File: config.mk
export PLATFORM = sky130hd
export DESIGN_NAME = bp_maint_ctrl_flat
export DESIGN_NICKNAME = d
export VERILOG_FILES = /design/src/rtl/bp_maint_if.sv /design/src/rtl/bp_maint_ctrl.sv /design/src/flat_wrapper.sv
export SDC_FILE = /design/constraint.sdc
export NUM_CORES = 1
export LEC_CHECK = 0
export BUFFER_PORTS_ARGS = -buffer_cell sky130_fd_sc_hd__buf_2
export CAP_MARGIN = 20
export CORE_AREA = 2 2 143 145
export DETAILED_ROUTE_END_ITERATION = 12
export DIE_AREA = 0 0 145 147
export GPL_TIMING_DRIVEN = 1
export MAX_ROUTING_LAYER = met4
export PLACE_DENSITY = 0.81
export RECOVER_POWER = 25
export SETUP_SLACK_MARGIN = 0.4
export SLEW_MARGIN = 20
export SYNTH_ARGS = -nofsm -noshare
export SYNTH_HDL_FRONTEND = slang
export SYNTH_SLANG_ARGS = --single-unit
File: constraint.sdc
create_clock -name clk -period 4.2 [get_ports clk]
set_input_delay 0.63 -clock clk [delete_from_list [all_inputs] [get_ports clk]]
set_output_delay 0.63 -clock clk [all_outputs]
set_load 0.01 [all_outputs]
File: src/rtl/bp_maint_if.sv
// ============================================================================
// Module   : bp_maint_if
// Purpose  : Update, flush and table-write signals of the branch-predictor
//            maintenance scheduler, with EX-side (master) and controller
//            (slave) views.
// Revision : 1.0  initial release
// ============================================================================
`default_nettype none

interface bp_maint_if #(
  parameter int WIDTH   = 32,
  parameter int ENTRIES = 32
);
  localparam int IDX_W = $clog2(ENTRIES);

  logic             upd_valid;
  logic             upd_ready;
  logic [WIDTH-1:0] upd_pc;
  logic             upd_taken;
  logic             upd_jump;
  logic             upd_call;
  logic             upd_ret;
  logic [WIDTH-1:0] upd_target;
  logic             flush_req;
  logic             flush_busy;
  logic             predict_en;
  logic             tbl_we;
  logic             tbl_clr;
  logic [IDX_W-1:0] tbl_idx;
  logic [WIDTH-1:0] tbl_pc;
  logic [WIDTH-1:0] tbl_target;
  logic             tbl_taken;
  logic             tbl_jump;
  logic             tbl_call;
  logic             tbl_ret;

  modport master (
    output upd_valid, upd_pc, upd_taken, upd_jump, upd_call, upd_ret,
           upd_target, flush_req,
    input  upd_ready, flush_busy, predict_en, tbl_we, tbl_clr, tbl_idx,
           tbl_pc, tbl_target, tbl_taken, tbl_jump, tbl_call, tbl_ret
  );

  modport slave (
    input  upd_valid, upd_pc, upd_taken, upd_jump, upd_call, upd_ret,
           upd_target, flush_req,
    output upd_ready, flush_busy, predict_en, tbl_we, tbl_clr, tbl_idx,
           tbl_pc, tbl_target, tbl_taken, tbl_jump, tbl_call, tbl_ret
  );
endinterface

`default_nettype wire

File: src/rtl/bp_maint_ctrl.sv
// ============================================================================
// Module   : bp_maint_ctrl
// Purpose  : Owns the single PHT/BTB write port; interleaves a full-table
//            clear sweep (reset / flush) with queued EX branch updates.
//            Optional macro BP_UPD_BYPASS_EN: zero-latency write of an update
//            arriving in RUN while the queue is empty.
// Revision : 1.0  initial release
// ============================================================================
`default_nettype none

module bp_maint_ctrl #(
  parameter int WIDTH   = 32,
  parameter int ENTRIES = 32,
  parameter int QDEPTH  = 4
) (
  input  logic      clk,
  input  logic      rst,
  bp_maint_if.slave bus
);

  localparam int IDX_W = $clog2(ENTRIES);
  localparam int PTR_W = $clog2(QDEPTH);
  localparam int CNT_W = PTR_W + 1;
  localparam logic [CNT_W-1:0] C_FULL     = CNT_W'(QDEPTH);
  localparam logic [IDX_W-1:0] C_LAST_IDX = IDX_W'(ENTRIES - 1);

  typedef enum logic [0:0] {
    ST_SWEEP = 1'b0,
    ST_RUN   = 1'b1
  } state_t;

  typedef struct packed {
    logic [WIDTH-1:0] pc;
    logic [WIDTH-1:0] target;
    logic             taken;
    logic             jump;
    logic             call;
    logic             ret;
  } entry_t;

  state_t           r_state;
  logic [IDX_W-1:0] r_sweep_idx;
  logic [PTR_W-1:0] r_rd_ptr;
  logic [PTR_W-1:0] r_wr_ptr;
  logic [CNT_W-1:0] r_count;
  entry_t           r_mem [QDEPTH];

  entry_t w_in;
  entry_t w_head;
  logic   w_accept;
  logic   w_bypass;
  logic   w_push;
  logic   w_pop;

  assign w_in = '{pc: bus.upd_pc, target: bus.upd_target, taken: bus.upd_taken,
                  jump: bus.upd_jump, call: bus.upd_call, ret: bus.upd_ret};
  assign w_head = r_mem[r_rd_ptr];

  // Ready comes from the registered count only: a same-cycle pop never frees a slot.
  assign bus.upd_ready = (r_count != C_FULL);
  assign w_accept      = bus.upd_valid && bus.upd_ready && !bus.flush_req;

`ifdef BP_UPD_BYPASS_EN
  assign w_bypass = w_accept && (r_state == ST_RUN) && (r_count == '0);
`else
  assign w_bypass = 1'b0;
`endif

  assign w_push = w_accept && !w_bypass;
  assign w_pop  = (r_state == ST_RUN) && (r_count != '0);

  always_comb begin
    bus.flush_busy = 1'b1;
    bus.predict_en = 1'b0;
    bus.tbl_we     = 1'b0;
    bus.tbl_clr    = 1'b0;
    bus.tbl_idx    = '0;
    bus.tbl_pc     = '0;
    bus.tbl_target = '0;
    bus.tbl_taken  = 1'b0;
    bus.tbl_jump   = 1'b0;
    bus.tbl_call   = 1'b0;
    bus.tbl_ret    = 1'b0;
    if (r_state == ST_SWEEP) begin
      bus.tbl_we  = 1'b1;
      bus.tbl_clr = 1'b1;
      bus.tbl_idx = r_sweep_idx;
    end else begin
      bus.flush_busy = 1'b0;
      bus.predict_en = 1'b1;
      if (w_pop) begin
        bus.tbl_we     = 1'b1;
        bus.tbl_idx    = w_head.pc[IDX_W+1:2];
        bus.tbl_pc     = w_head.pc;
        bus.tbl_target = w_head.target;
        bus.tbl_taken  = w_head.taken;
        bus.tbl_jump   = w_head.jump;
        bus.tbl_call   = w_head.call;
        bus.tbl_ret    = w_head.ret;
      end else if (w_bypass) begin
        bus.tbl_we     = 1'b1;
        bus.tbl_idx    = w_in.pc[IDX_W+1:2];
        bus.tbl_pc     = w_in.pc;
        bus.tbl_target = w_in.target;
        bus.tbl_taken  = w_in.taken;
        bus.tbl_jump   = w_in.jump;
        bus.tbl_call   = w_in.call;
        bus.tbl_ret    = w_in.ret;
      end
    end
  end

  // Queue storage carries no reset; validity is tracked by r_count alone.
  always_ff @(posedge clk) begin
    if (w_push) begin
      r_mem[r_wr_ptr] <= w_in;
    end
  end

  always_ff @(posedge clk or posedge rst) begin
    if (rst) begin
      r_state     <= ST_SWEEP;
      r_sweep_idx <= '0;
      r_rd_ptr    <= '0;
      r_wr_ptr    <= '0;
      r_count     <= '0;
    end else if (bus.flush_req) begin
      r_state     <= ST_SWEEP;
      r_sweep_idx <= '0;
      r_rd_ptr    <= '0;
      r_wr_ptr    <= '0;
      r_count     <= '0;
    end else begin
      case (r_state)
        ST_SWEEP: begin
          if (r_sweep_idx == C_LAST_IDX) begin
            r_state     <= ST_RUN;
            r_sweep_idx <= '0;
          end else begin
            r_sweep_idx <= r_sweep_idx + IDX_W'(1);
          end
        end
        default: r_state <= ST_RUN;
      endcase
      if (w_push) begin
        r_wr_ptr <= r_wr_ptr + PTR_W'(1);
      end
      if (w_pop) begin
        r_rd_ptr <= r_rd_ptr + PTR_W'(1);
      end
      case ({w_push, w_pop})
        2'b10:   r_count <= r_count + CNT_W'(1);
        2'b01:   r_count <= r_count - CNT_W'(1);
        default: r_count <= r_count;
      endcase
    end
  end

endmodule

`default_nettype wire

File: src/flat_wrapper.sv
// flat-port wrapper written by rule: the top's interface ports become plain ports
module bp_maint_ctrl_flat 
#(
  parameter int WIDTH   = 32,
  parameter int ENTRIES = 32,
  parameter int QDEPTH  = 4
)
  (clk, rst, bus_upd_valid, bus_upd_pc, bus_upd_taken, bus_upd_jump, bus_upd_call, bus_upd_ret, bus_upd_target, bus_flush_req, bus_upd_ready, bus_flush_busy, bus_predict_en, bus_tbl_we, bus_tbl_clr, bus_tbl_idx, bus_tbl_pc, bus_tbl_target, bus_tbl_taken, bus_tbl_jump, bus_tbl_call, bus_tbl_ret);
  bp_maint_if #(.WIDTH(WIDTH), .ENTRIES(ENTRIES)) bus_i ();
  input  logic clk;
  input  logic rst;
  input wire logic [$bits(bus_i.upd_valid)-1:0] bus_upd_valid;
  input wire logic [$bits(bus_i.upd_pc)-1:0] bus_upd_pc;
  input wire logic [$bits(bus_i.upd_taken)-1:0] bus_upd_taken;
  input wire logic [$bits(bus_i.upd_jump)-1:0] bus_upd_jump;
  input wire logic [$bits(bus_i.upd_call)-1:0] bus_upd_call;
  input wire logic [$bits(bus_i.upd_ret)-1:0] bus_upd_ret;
  input wire logic [$bits(bus_i.upd_target)-1:0] bus_upd_target;
  input wire logic [$bits(bus_i.flush_req)-1:0] bus_flush_req;
  output wire logic [$bits(bus_i.upd_ready)-1:0] bus_upd_ready;
  output wire logic [$bits(bus_i.flush_busy)-1:0] bus_flush_busy;
  output wire logic [$bits(bus_i.predict_en)-1:0] bus_predict_en;
  output wire logic [$bits(bus_i.tbl_we)-1:0] bus_tbl_we;
  output wire logic [$bits(bus_i.tbl_clr)-1:0] bus_tbl_clr;
  output wire logic [$bits(bus_i.tbl_idx)-1:0] bus_tbl_idx;
  output wire logic [$bits(bus_i.tbl_pc)-1:0] bus_tbl_pc;
  output wire logic [$bits(bus_i.tbl_target)-1:0] bus_tbl_target;
  output wire logic [$bits(bus_i.tbl_taken)-1:0] bus_tbl_taken;
  output wire logic [$bits(bus_i.tbl_jump)-1:0] bus_tbl_jump;
  output wire logic [$bits(bus_i.tbl_call)-1:0] bus_tbl_call;
  output wire logic [$bits(bus_i.tbl_ret)-1:0] bus_tbl_ret;
  assign bus_i.upd_valid = bus_upd_valid;
  assign bus_i.upd_pc = bus_upd_pc;
  assign bus_i.upd_taken = bus_upd_taken;
  assign bus_i.upd_jump = bus_upd_jump;
  assign bus_i.upd_call = bus_upd_call;
  assign bus_i.upd_ret = bus_upd_ret;
  assign bus_i.upd_target = bus_upd_target;
  assign bus_i.flush_req = bus_flush_req;
  assign bus_upd_ready = bus_i.upd_ready;
  assign bus_flush_busy = bus_i.flush_busy;
  assign bus_predict_en = bus_i.predict_en;
  assign bus_tbl_we = bus_i.tbl_we;
  assign bus_tbl_clr = bus_i.tbl_clr;
  assign bus_tbl_idx = bus_i.tbl_idx;
  assign bus_tbl_pc = bus_i.tbl_pc;
  assign bus_tbl_target = bus_i.tbl_target;
  assign bus_tbl_taken = bus_i.tbl_taken;
  assign bus_tbl_jump = bus_i.tbl_jump;
  assign bus_tbl_call = bus_i.tbl_call;
  assign bus_tbl_ret = bus_i.tbl_ret;
  bp_maint_ctrl #(.WIDTH(WIDTH), .ENTRIES(ENTRIES), .QDEPTH(QDEPTH)) u_core (.clk(clk), .rst(rst), .bus(bus_i));
endmodule
==> metrics.txt <==
final setup violation count=0; maximum VDD drop=~0.0004 V; Cell Area, Synth=roughly 11000 um2; fmax=slightly above 300 MHz; final core occ=65.7%; num rows=52; CTS Buf Count=28; total power=between 5 and 6 mW; Tmin final=3.21 ns; Post-synth ARST share=~4.6%; CP Launch Type=flop; PwrDens=about 450 nW/um2; Placed Cells=925; Layout Nets=~760; Post-route DRC=0; WHS=around 0.14 ns; Mapped Cells=about 530; Max stage delay on crit path=between 1 and 1.5 ns; Worst-Margin Slew=around 1.1 ns; Root Driver=clkbuf_16; initial antenna violation count=2; IO Pins=150; post-route cell area=13000 um2; Slowest cell on crit path=dfrtp_4; Top Layer Used=met4; Starting Density=a little under three fifths; met3 wire length=1190 um; Max FO, Critical Path=69; Top FF cell, synth=edfxtp_1; RSZ-0062 raised after global routing=false; Leakage Power=about 4.4 nW; fin crit share=76.5%; first-pass GRT wire length=about 32000 um; DR WL/cell=21.3 um; Slew Viols, Final=0; Placeable Area=roughly 20000 um2; H-tree levels=1; DR pass1 iterations=4; met2 wire len=between 10000 and 15000 um; GP Congestion=between 0.7 and 0.8; CTS tree=yes; register bit total from synthesis=285; Clock Sinks=around 290; fraction of layout cells with a size suffix above 1=33.2%; pin count of the biggest net entering global routing=70; Max-Cap Viols=0; Vias/cell=about 5.7; area grow syn2layout=16.8%; Critical Path End Type=output port; Setup CP Type=reg -> out; critical path required time=between 3 and 4 ns; chip width=about 150 um; Clock Latency Late Sink=approximately 0.53 ns; Ys Warns=0; worst-path cell chain=mux4_2 > nor2b_1 > a21o_1 > buf_2; hold_buf cts=0; PortBufs=between 100 and 150; GRT overflow=0; Slew Limit Headroom=29.4%; setup ws final=between 0.9 and 1 ns; detailed placement HPWL=between 10000 and 15000 um; Arrival @ worst endpoint=2.58 ns; post-synthesis sequential area ratio=76.1%; Overall Global Routing Usage=20.2%; Post-synth EDFFs=272; clock buffer depth=3; final hold violations=0; Place WS=1.37 ns; first-iteration detailed-routing DRC count=330; final non-filler cell total=979; number of global-route vias before repair=around 5900; HP Class=in -> async; Clock transition at path regs=approximately 0.060 ns; outcome=completed; Post-CTS Setup Inserts=0; WL met1=between 8000 and 9000 um; Post-Route WL=around 21000 um; vias=~5500; Avg Inst Size Synth=21.0 um2; Post-Route Setup TNS=0 ns; # resized after CTS=0; post-route ant nets=0; syn nets=610; Die Ht=between 100 and 150 um; Die ar.=21300 um2; synth unique cells=41; DP Area=roughly 12000 um2; Max Clock Skew=just under 0.006 ns
metal layers:
| layer | GRT usage, % | vias up |
|---|---|---|
| met2 | 34.0 | 188 |
| met1 | 25.3 | 2867 |
| met5 | - | - |
| met3 | 3.73 | 37 |
| met4 | 6.34 | 0 |
| li1 | - | 2448 |
final timing paths:
check | startpoint | end | slack, ns | depth (start not counted)
max in group asynchronous | rst | u_core.r_rd_ptr[1] | 3.66 | 2
min reg2reg | u_core.r_sweep_idx[4] | u_core.r_sweep_idx[4] | 0.56 | 2
max | u_core.r_rd_ptr[1] | bus_tbl_idx[3] | 0.99 | 4
min in group clk | bus_upd_target[7] | u_core.r_mem[1][11] | 0.32 | 1
max reg2reg | u_core.r_count[2] | u_core.r_count[2] | 1.59 | 7
min | rst | u_core.r_sweep_idx[3] | 0.14 | 2
synth_stat cells (6+ instances only):
master | number | area [um2]
a21oi_1 | 6 | 30.0
nor2b_1 | 68 | 425
inv_1 | 7 | 26.3
buf_6 | 7 | 78.8
clkbuf_1 | 14 | 52.6
buf_2 | 6 | 30.0
dfrtp_1 | 13 | 325
mux4_2 | 68 | 1530
nor2_1 | 11 | 41.3
edfxtp_1 | 272 | 8170
ha_1 | 6 | 75.1
nand3_1 | 6 | 30.0
placed cells by master (no fill, tap or decap), types with 2 or more instances in the layout:
master	Yosys	final
edfxtp_1	272	272
buf_2	6	105
mux4_2	68	68
nor2b_1	68	68
clkbuf_1	14	45
clkbuf_16	0	29
nor2_1	11	11
dfrtp_1	13	11
inv_1	7	7
nand3_1	6	6
a21oi_1	6	6
ha_1	6	6
clkinv_2	0	6
o21ai_0	5	5
a21o_1	5	5
clkinvlp_4	0	5
buf_4	2	5
clkinv_1	1	4
and2_4	0	4
clkinv_4	0	4
bufinv_16	0	4
nor3_1	3	3
diode_2	0	2
o2111ai_1	2	2
nand2_1	2	2
nand3b_1	2	2
xor2_1	2	2
dfrtp_4	0	2
power breakdown:
| part | internal, mW | leakage (nW) | switching [mW] | total, mW |
|---|---|---|---|---|
| Sequential | 3.19 | 2.64 | 0.0215 | 3.21 |
| Clock | 1.51 | 0.460 | 1.03 | 2.54 |
| Combinational | 0.0672 | 1.29 | 0.0962 | 0.163 |
| Total | 4.76 | 4.39 | 1.15 | 5.91 |
layout make-up:
cell class	count	area, um2
tap	270	338
antenna	2	5.00
timing repair buffer	154	728
clock buffer	30	729
multi-input combinational	208	2470
clock inverter	22	234
inverter	8	30.0
sequential	285	8500
fill	1342	6810
flip-flops by register name, summed over array words and instances (netlist names):
signal and cells:
u_core.r_rd_ptr 2, u_core.r_count 3, u_core.r_state 1, u_core.r_sweep_idx 5, u_core.r_mem 272, u_core.r_wr_ptr 2
cells by family (layout without fill, tap and decap cells):
logic type / after synthesis / count (layout) / synth area share (%)
buf+inv: 38 / 214 / 1.88
compound gates: 26 / 26 / 1.67
flops: 285 / 285 / 76.1
xor+xnor: 3 / 3 / 0.235
other cells: 0 / 2 / 0
mux: 70 / 70 / 13.9
simple gates: 102 / 102 / 5.38
fa+ha+maj: 7 / 7 / 0.852
worst max-delay path: cells and delay by family (launching register included):
kind	cells	cell delay [ns]
DFF	1	1.11
muxes	1	0.43
AOI/OAI and AO/OA	1	0.18
and+or+nand+nor	1	0.17
buffers and inverters	1	0.13
No activity file was read; power rests on OpenSTA's default activity.
